==> config.mk <==
export PLATFORM = sky130hd
export DESIGN_NAME = fir_dac_ctrl
export DESIGN_NICKNAME = d
export VERILOG_FILES = /design/src/rtl/fir_dac_ctrl.sv
export SDC_FILE = /design/constraint.sdc
export NUM_CORES = 1
export LEC_CHECK = 0
export CORE_MARGIN = 2
export CORE_UTILIZATION = 51
export CTS_BUF_LIST = sky130_fd_sc_hd__clkbuf_4 sky130_fd_sc_hd__clkbuf_8
export CTS_CLUSTER_SIZE = 40
export DETAILED_ROUTE_END_ITERATION = 6
export PLACE_DENSITY_LB_ADDON = 0.12
export SLEW_MARGIN = 10
export SYNTH_ARGS = -nofsm -noshare
export SYNTH_HDL_FRONTEND = slang
export SYNTH_SLANG_ARGS = --single-unit
==> constraint.sdc <==
create_clock -name clk -period 2.11 [get_ports clk]
set_input_delay 0.422 -clock clk [delete_from_list [all_inputs] [get_ports clk]]
set_output_delay 0.422 -clock clk [all_outputs]
set_load 0.02 [all_outputs]
==> src/rtl/fir_dac_ctrl.sv <==
// Channel-select + TLC5615-style serial DAC driver; key press cycles the channel (optional debounce: FIR_DAC_KEY_DEBOUNCE_EN).
// Latency: first cs fall 2*DIV clk after reset release; frame = (1 + 2*(DATA_W+PAD_W) + CS_IDLE) ticks.
// Backpressure: none; the DAC is streamed continuously and ch_data is sampled only at LOAD.
`timescale 1ns/1ps
module fir_dac_ctrl #(
    parameter int NUM_CH     = 3,
    parameter int CH_W       = 2,
    parameter int DATA_W     = 10,
    parameter int PAD_W      = 2,
    parameter int DIV        = 8,
    parameter int CS_IDLE    = 4,
    parameter int DEB_CYCLES = 1000000
) (
    input  logic                     clk,
    input  logic                     reset_n,
    input  logic                     key_in,
    input  logic [NUM_CH*DATA_W-1:0] ch_data,
    output logic                     sclk,
    output logic                     din,
    output logic                     cs,
    output logic [CH_W-1:0]          ch_sel,
    output logic                     frame_done
);

    localparam int FRM_W = DATA_W + PAD_W;
    localparam int TCW   = (DIV > 1) ? $clog2(DIV) : 1;
    localparam int BCMAX = (FRM_W > CS_IDLE) ? FRM_W : CS_IDLE;
    localparam int BCW   = $clog2(BCMAX + 1);

    if (NUM_CH < 2 || NUM_CH > (1 << CH_W) || DIV < 1 || CS_IDLE < 1 ||
        DEB_CYCLES < 1 || FRM_W < 2) begin : g_bad_param
        $error("fir_dac_ctrl: illegal parameter combination");
    end

    // Tick generator
    logic [TCW-1:0] tcnt_q;
    logic           tick;

    assign tick = (tcnt_q == TCW'(DIV - 1));

    always_ff @(posedge clk or negedge reset_n) begin
        if (!reset_n)  tcnt_q <= '0;
        else if (tick) tcnt_q <= '0;
        else           tcnt_q <= tcnt_q + 1'b1;
    end

    // Key synchronizer, idle (released) level is 1
    logic [1:0] sync_q;
    logic       key_s;

    always_ff @(posedge clk or negedge reset_n) begin
        if (!reset_n) sync_q <= 2'b11;
        else          sync_q <= {sync_q[0], key_in};
    end

    assign key_s = sync_q[1];

    logic deb_lvl;

`ifdef FIR_DAC_KEY_DEBOUNCE_EN
    localparam int DCW = $clog2(DEB_CYCLES + 1);
    logic [DCW-1:0] deb_cnt_q;
    logic           deb_q;

    // Count consecutive samples that differ from the accepted level; any return restarts.
    always_ff @(posedge clk or negedge reset_n) begin
        if (!reset_n) begin
            deb_cnt_q <= '0;
            deb_q     <= 1'b1;
        end else if (key_s == deb_q) begin
            deb_cnt_q <= '0;
        end else if (deb_cnt_q == DCW'(DEB_CYCLES - 1)) begin
            deb_q     <= key_s;
            deb_cnt_q <= '0;
        end else begin
            deb_cnt_q <= deb_cnt_q + 1'b1;
        end
    end

    assign deb_lvl = deb_q;
`else
    assign deb_lvl = key_s;
`endif

    logic deb_prev_q;
    logic press;

    assign press = deb_prev_q & ~deb_lvl;

    logic [CH_W-1:0] ch_sel_q;

    always_ff @(posedge clk or negedge reset_n) begin
        if (!reset_n) begin
            deb_prev_q <= 1'b1;
            ch_sel_q   <= '0;
        end else begin
            deb_prev_q <= deb_lvl;
            if (press)
                ch_sel_q <= (ch_sel_q == CH_W'(NUM_CH - 1)) ? '0 : ch_sel_q + 1'b1;
        end
    end

    logic [DATA_W-1:0] sample_d;
    logic [FRM_W-1:0]  frame_d;

    always_comb begin
        sample_d = '0;
        for (int i = 0; i < NUM_CH; i++)
            if (ch_sel_q == CH_W'(i))
                sample_d = ch_data[i*DATA_W +: DATA_W];
    end

    assign frame_d = FRM_W'(sample_d) << PAD_W;

    typedef enum logic [1:0] {S_IDLE, S_LOAD, S_SHIFT, S_GAP} state_t;

    state_t           state_q;
    logic [FRM_W-2:0] sr_q;      // bits still to go after the one on din
    logic [BCW-1:0]   bcnt_q;
    logic             rise_q;
    logic             sclk_q;
    logic             din_q;
    logic             cs_q;
    logic             fd_q;

    always_ff @(posedge clk or negedge reset_n) begin
        if (!reset_n) begin
            state_q <= S_IDLE;
            sr_q    <= '0;
            bcnt_q  <= '0;
            rise_q  <= 1'b1;
            sclk_q  <= 1'b0;
            din_q   <= 1'b0;
            cs_q    <= 1'b1;
            fd_q    <= 1'b0;
        end else begin
            fd_q <= 1'b0;
            if (tick) begin
                case (state_q)
                    S_IDLE: state_q <= S_LOAD;
                    S_LOAD: begin
                        sr_q    <= frame_d[FRM_W-2:0];
                        din_q   <= frame_d[FRM_W-1];
                        cs_q    <= 1'b0;
                        bcnt_q  <= BCW'(FRM_W);
                        rise_q  <= 1'b1;
                        state_q <= S_SHIFT;
                    end
                    S_SHIFT: begin
                        if (rise_q) begin
                            sclk_q <= 1'b1;
                            rise_q <= 1'b0;
                        end else begin
                            sclk_q <= 1'b0;
                            rise_q <= 1'b1;
                            if (bcnt_q > BCW'(1)) begin
                                bcnt_q <= bcnt_q - 1'b1;
                                din_q  <= sr_q[FRM_W-2];
                                sr_q   <= sr_q << 1;
                            end else begin
                                cs_q    <= 1'b1;
                                din_q   <= 1'b0;
                                fd_q    <= 1'b1;
                                bcnt_q  <= BCW'(CS_IDLE);
                                state_q <= S_GAP;
                            end
                        end
                    end
                    S_GAP: begin
                        if (bcnt_q <= BCW'(1)) state_q <= S_LOAD;
                        else                   bcnt_q  <= bcnt_q - 1'b1;
                    end
                    default: state_q <= S_IDLE;
                endcase
            end
        end
    end

    assign sclk       = sclk_q;
    assign din        = din_q;
    assign cs         = cs_q;
    assign ch_sel     = ch_sel_q;
    assign frame_done = fd_q;

endmodule

# Word level (Yosys, flattened, before mapping)

Cells that the tools add are included.

Register bits after elaboration: 30
Latch bits: 0
RAM bits: 0
ROM bits: 0
Output and inout port bits: 6
Word-level logic and storage cells: 70
Memories: 0

$add $sub $neg: 3
$mul: 0
Div/mod/pow operators: 0
Order comparisons: 2
Equal/unequal tests: 11
Shifts and indexed selects: 0
Multiplexer cells: 29
Bitwise logic cells: 2
Reductions and logical operators: 11

Operators with widths:

| operator            | count |
|---|---|
| $mux 10             | 3 |
| $mux 11             | 2 |
| $pmux 11 s2         | 1 |
| $reduce_and 4->1    | 4 |
| $mux 4              | 3 |
| $pmux 4 s3          | 1 |
| $mux 1              | 10 |
| $ne 2x2->1 const B  | 5 |
| $mux 2              | 4 |
| $pmux 2 s4          | 1 |
| $eq 2x2->1 const B  | 3 |
| $pmux 1 s2          | 3 |
| $eq 2x1->1 const B  | 2 |
| $gt 4x1->1 const B  | 1 |
| $le 4x1->1 const B  | 1 |
| $logic_not 2->1     | 2 |
| $reduce_and 2->1    | 2 |
| $sub 4x1->4 const B | 1 |
| $add 3x1->3 const B | 1 |
| $eq 3x3->1 const B  | 1 |
| $mux 3              | 1 |
| $reduce_and 3->1    | 1 |
| $reduce_bool 3->1   | 1 |
| $add 2x1->2 const B | 1 |
| 3 further kinds     | 3 |

# Longest topological paths before layout

Depth in word-level cells: 5
Mapped depth: 9
Gate-level depth less buffers: 6

# Worst setup path after synthesis

OpenSTA, ideal clock, no wires.

Path kind: reg-to-reg
Start point: register tcnt_q[0]
End point: register sr_q[10]
Library setup time: 126 ps
Arrival: 1,604 ps
Path slack: 380 ps
Cell stages (with the launch flop): 8
Buffers on the path: 2
Clock period less this slack: 1,730 ps
Path through: dfrtp_1 -> ha_1 -> ha_1 -> buf_4 -> and2b_4 -> o311a_1 -> buf_6 -> a221o_1

Longest elaborated chain between the ends: 2

Ends and longest elaborated chain:

| item                       | RTL line | RTL |
|---|---|---|
| from (decl)                | 36       | `logic [TCW-1:0] tcnt_q;` |
| from (signal assigned)     | 44       | `else tcnt_q <= tcnt_q + 1'b1;` |
| $eq 3x3->1                 | 39       | `assign tick = (tcnt_q == TCW'(DIV - 1));` |
| $reduce_and 4->1 (no line) | -        |  |
| to (signal assigned)       | 142      | `sr_q <= frame_d[FRM_W-2:0];` |
| to (signal assigned)       | 159      | `sr_q <= sr_q << 1;` |
| to (decl)                  | 118      | `logic [FRM_W-2:0] sr_q;` |

No other way between the ends.
A chain may end at the register's enable or synchronous reset.

# Worst setup path after layout

Start point: register bcnt_q[0]
End point: register sr_q[6]

Longest elaborated chain between the ends: 3

Ends and longest elaborated chain:

| item                       | RTL line | RTL |
|---|---|---|
| from (decl)                | 119      | `logic [BCW-1:0] bcnt_q;` |
| from (signal assigned)     | 145      | `bcnt_q <= BCW'(FRM_W);` |
| from (signal assigned)     | 157      | `bcnt_q <= bcnt_q - 1'b1;` |
| from (signal assigned)     | 164      | `bcnt_q <= BCW'(CS_IDLE);` |
| $gt 4x1->1                 | 156      | `if (bcnt_q > BCW'(1)) begin` |
| $ne 2x2->1 (no line)       | -        |  |
| $reduce_and 4->1 (no line) | -        |  |

No other way between the ends.

==> key figures <==
Outcome
  – Run status: completed

GRT
  – Total Routing Usage GR: 21.6%
  – Gr ovfl total: 0
  – Vias in the first global route: 1281
  – Largest net degree at the start of global routing: 29
  – Initial antenna violation count: 0
  – First-pass GRT wire length: 5780 um

Drt
  – DRT Pass-1 Iters: 4
  – Per-cell routed wire length: 15.1 um
  – DRT antenna net count: 0
  – Max Used Layer: met4
  – Met3 Wirelength: between 100 and 150 um
  – Initial drt markers: 36
  – Met2 Wirelength: 1640 um
  – DR vias: 1284
  – DR vias/cell: between 5 and 6
  – M1 WL: between 1500 and 2000 um
  – Drt drc: 0
  – Total Wirelength: between 3000 and 4000 um

Clock tree
  – CTS buffer count: 3
  – Hold Buf Count CTS: 0
  – Clk slew on worst S/H paths: 0.16 ns
  – CTS tree: done
  – Clk root buf: clkbuf_4
  – CTS H-tree lvls: 1
  – Post-CTS sizing: 0
  – CTS Sinks: 28
  – Post CTS Setup Buffer Count: 0
  – Worst skew pair latency: between 0.3 and 0.4 ns
  – CTS Buffer Depth: 2

STA
  – Crit path time final: 1.94 ns
  – Slew @ Worst Pin: 0.475 ns
  – Setup TNS: 0 ns
  – Setup-failing EPs final: 0
  – Unrepaired setup endpoints after global routing: no
  – Final Hold Fails: 0
  – Max transition margin: between 60% and 70%
  – Max Fclk: about 0.51 GHz
  – Slew Limit Fails: 0
  – Crit share post-route: 92.1%
  – Setup Skew: between 0.009 and 0.01 ns

Finish
  – Layout cells sized above 1: 10.9%
  – Design area: 2000 sq um
  – Area growth from synthesis to layout: 28.2%
  – Finished Core Util: 67.1%
  – Post-layout nets: 235
  – Multi-input logic area: around 760 sq um
  – Final-layout fill cell count: 262
  – Number of diodes: 0
  – Reg area: about 710 sq um

Floorplanning
  – Row count: 20
  – Die width: between 50 and 60 um
  – Die Ht: 59.3 um
  – I/O pins: 39
  – Core area: 2980 sq um
  – Starting Density: a little over half
  – Die area: 3510 sq um

Yosys
  – Asr flop ratio synth: 100%
  – Syn_nets: just under 200
  – Yosys warns: 0
  – Synth cell types: 35
  – Post-synthesis sequential area ratio: 45.4%
  – Mapped Area: between 1500 and 2000 sq um
  – Number of flops mapped to enable cells by yosys: 0
  – Syn_area_per_cell: 10.0 sq um
  – Post-Synthesis Cells: 155
  – Prevailing post-synth register cell: dfrtp_1
  – Seq cells post-synth: 28

Critical path
  – Critical R2R Capture: sr_q[6]
  – Worst EP arrival: 2.18 ns
  – Crit path buf inv count: 1
  – CP peak stage delay: 0.47 ns
  – Worst Setup SP: bcnt_q[0]
  – Critical Path, Cell by Cell: inv_1 > ha_1 > nor2_1 > o311a_1 > nor2b_2 > a221o_1
  – Worst Setup Path Type: flip-flop to flip-flop
  – Crit path max-delay family: compound AO/OA/AOI/OAI gates
  – Max FO, Critical Path: 10
  – Launch point of the worst reg-to-reg path: bcnt_q[0]
  – Worst setup EP type: flip-flop
  – CP required: 2.34 ns
  – Reg2Reg Depth: 6
  – FF-to-FF setup slack: 0.17 ns
  – Crit path max-delay cell type: dfrtp_1
  – Critical path launch point type: flip-flop

Power
  – Clock group share of total power: 20.3%
  – Worst vdd ir: 517 uV
  – Switching Share: 30.7%
  – Power per standard cell area: 659 nW/um^2
  – Seq pwr share: between 50% and 60%
  – Pleak: between 0.8 and 0.9 nW
  – Logic pwr share: slightly below 30%
  – Internal: 0.000911 W
  – Net Sw Power: 0.000404 W

Worst hold path
  – Hold Crit Endpoint: sync_q[1]
  – Hold path start: sync_q[0]
  – Hold path cells: 0
  – Hold Path Class: flip-flop to flip-flop

Flow run
  – Max-cap violations: 0

Placement
  – Dpl hpwl: 2640 um
  – Port bufs: 38
  – Final Wtd Congestion: 0.806
  – Cell Area, Placed: a little under 2000 sq um
## kinds of logic after synthesis
group / Yosys count / synth area share [%]
simple gates: 48 / 15.8
mux: 7 / 4.74
buf+inv: 18 / 5.78
compound gates: 46 / 21.8
flops: 28 / 45.4
fa+ha+maj: 8 / 6.43
## per-layer routing
metal | GRT usage (%) | vias to the layer above
met5 | 0 | -
li1 | - | 642
met2 | 33.1 | 28
met4 | 7.14 | 0
met3 | 2.18 | 2
met1 | 31.8 | 612
## worst reg2reg max path: cells and delay by family (launching register included)
kind                     cells  cell delay, ns
AO/OA/AOI/OAI                2            0.74
flip-flops                   1            0.47
AND/OR/NAND/NOR              2            0.36
adder cells (fa/ha/maj)      1            0.21
buffers and inverters        1            0.07
## sequential cells by signal, summed over array words and instances, names as in the netlist, 2 cells and up
register	flops
sr_q	9
sync_q	2
tcnt_q	3
bcnt_q	4
ch_sel	2
state_q	2
## worst max-delay path by stage
stage	to	slack, ns	depth (start not counted)
6_report	sr_q[6]	0.17	6
5_1_grt	sr_q[4]	0.04	6
4_1_cts	cs	0.16	1
3_5_place_dp	sr_q[6]	0.21	6
3_3_place_gp	sr_q[3]	0.31	6
2_1_floorplan	sr_q[10]	0.38	7
## final cells by class
cell class,instances,share of cell area [%]
multi-input combinational,109,38.1
tap,33,2.07
clock buffer,4,1.82
sequential,28,35.4
timing repair buffer,43,20.9
inverter,9,1.69
## cells in the mapped netlist, drive strengths merged (4+ instances only)
cell type / n / area [sq um]
a211oi: 16 / 120
a21oi: 7 / 35.0
a221o: 9 / 90.1
buf: 7 / 48.8
dfrtp: 23 / 576
dfstp: 5 / 131
ha: 8 / 100
inv: 8 / 30.0
mux2i: 4 / 40.0
nand2: 17 / 63.8
nand3: 4 / 20.0
nor2: 8 / 30.0
nor2b: 10 / 65.1
o21ai: 6 / 30.0
## metrics by stage
stage,setup slack [ns],power (W),hold slack [ns],std cells
after floorplan,0.380,0.000888,0.126,155
after global placement,0.306,0.00104,0.350,222
after detailed placement,0.214,0.00106,0.354,222
after CTS,0.155,0.00133,0.371,226
after global routing,0.0370,0.00139,0.371,226
final,0.166,0.00132,0.370,226
## cell usage in the layout, fill, tap and decap left out, drive strengths merged
master         Yosys  routed
clkdlybuf4s50      0      38
dfrtp             23      23
nand2             17      17
a211oi            16      16
nor2b             10      10
a221o              9       9
nor2               8       8
inv                8       8
ha                 8       8
a21oi              7       7
o21ai              6       6
dfstp              5       5
buf                7       5
nand3              4       4
mux2i              4       4
clkbuf             2       4
nand3b             3       3
mux2               3       3
a31oi              2       2
nor3               1       1
and2b              1       1
and3               1       1
or2                1       1
o31ai              1       1
nor4               1       1
or3                1       1
o211a              1       1
a2111o             1       1
clkinv             1       1
o211ai             1       1
o311a              1       1
o22ai              1       1
## power by group through the flow
stage,Combinational (W),Sequential (W),Clock (W)
final,0.000386,0.000663,0.000267
after CTS,0.000391,0.000660,0.000279
after global placement,0.000376,0.000667,0
after global routing,0.000432,0.000667,0.000293
after floorplan,0.000215,0.000674,0
after detailed placement,0.000389,0.000670,0
(Power assumes the default switching activity.)
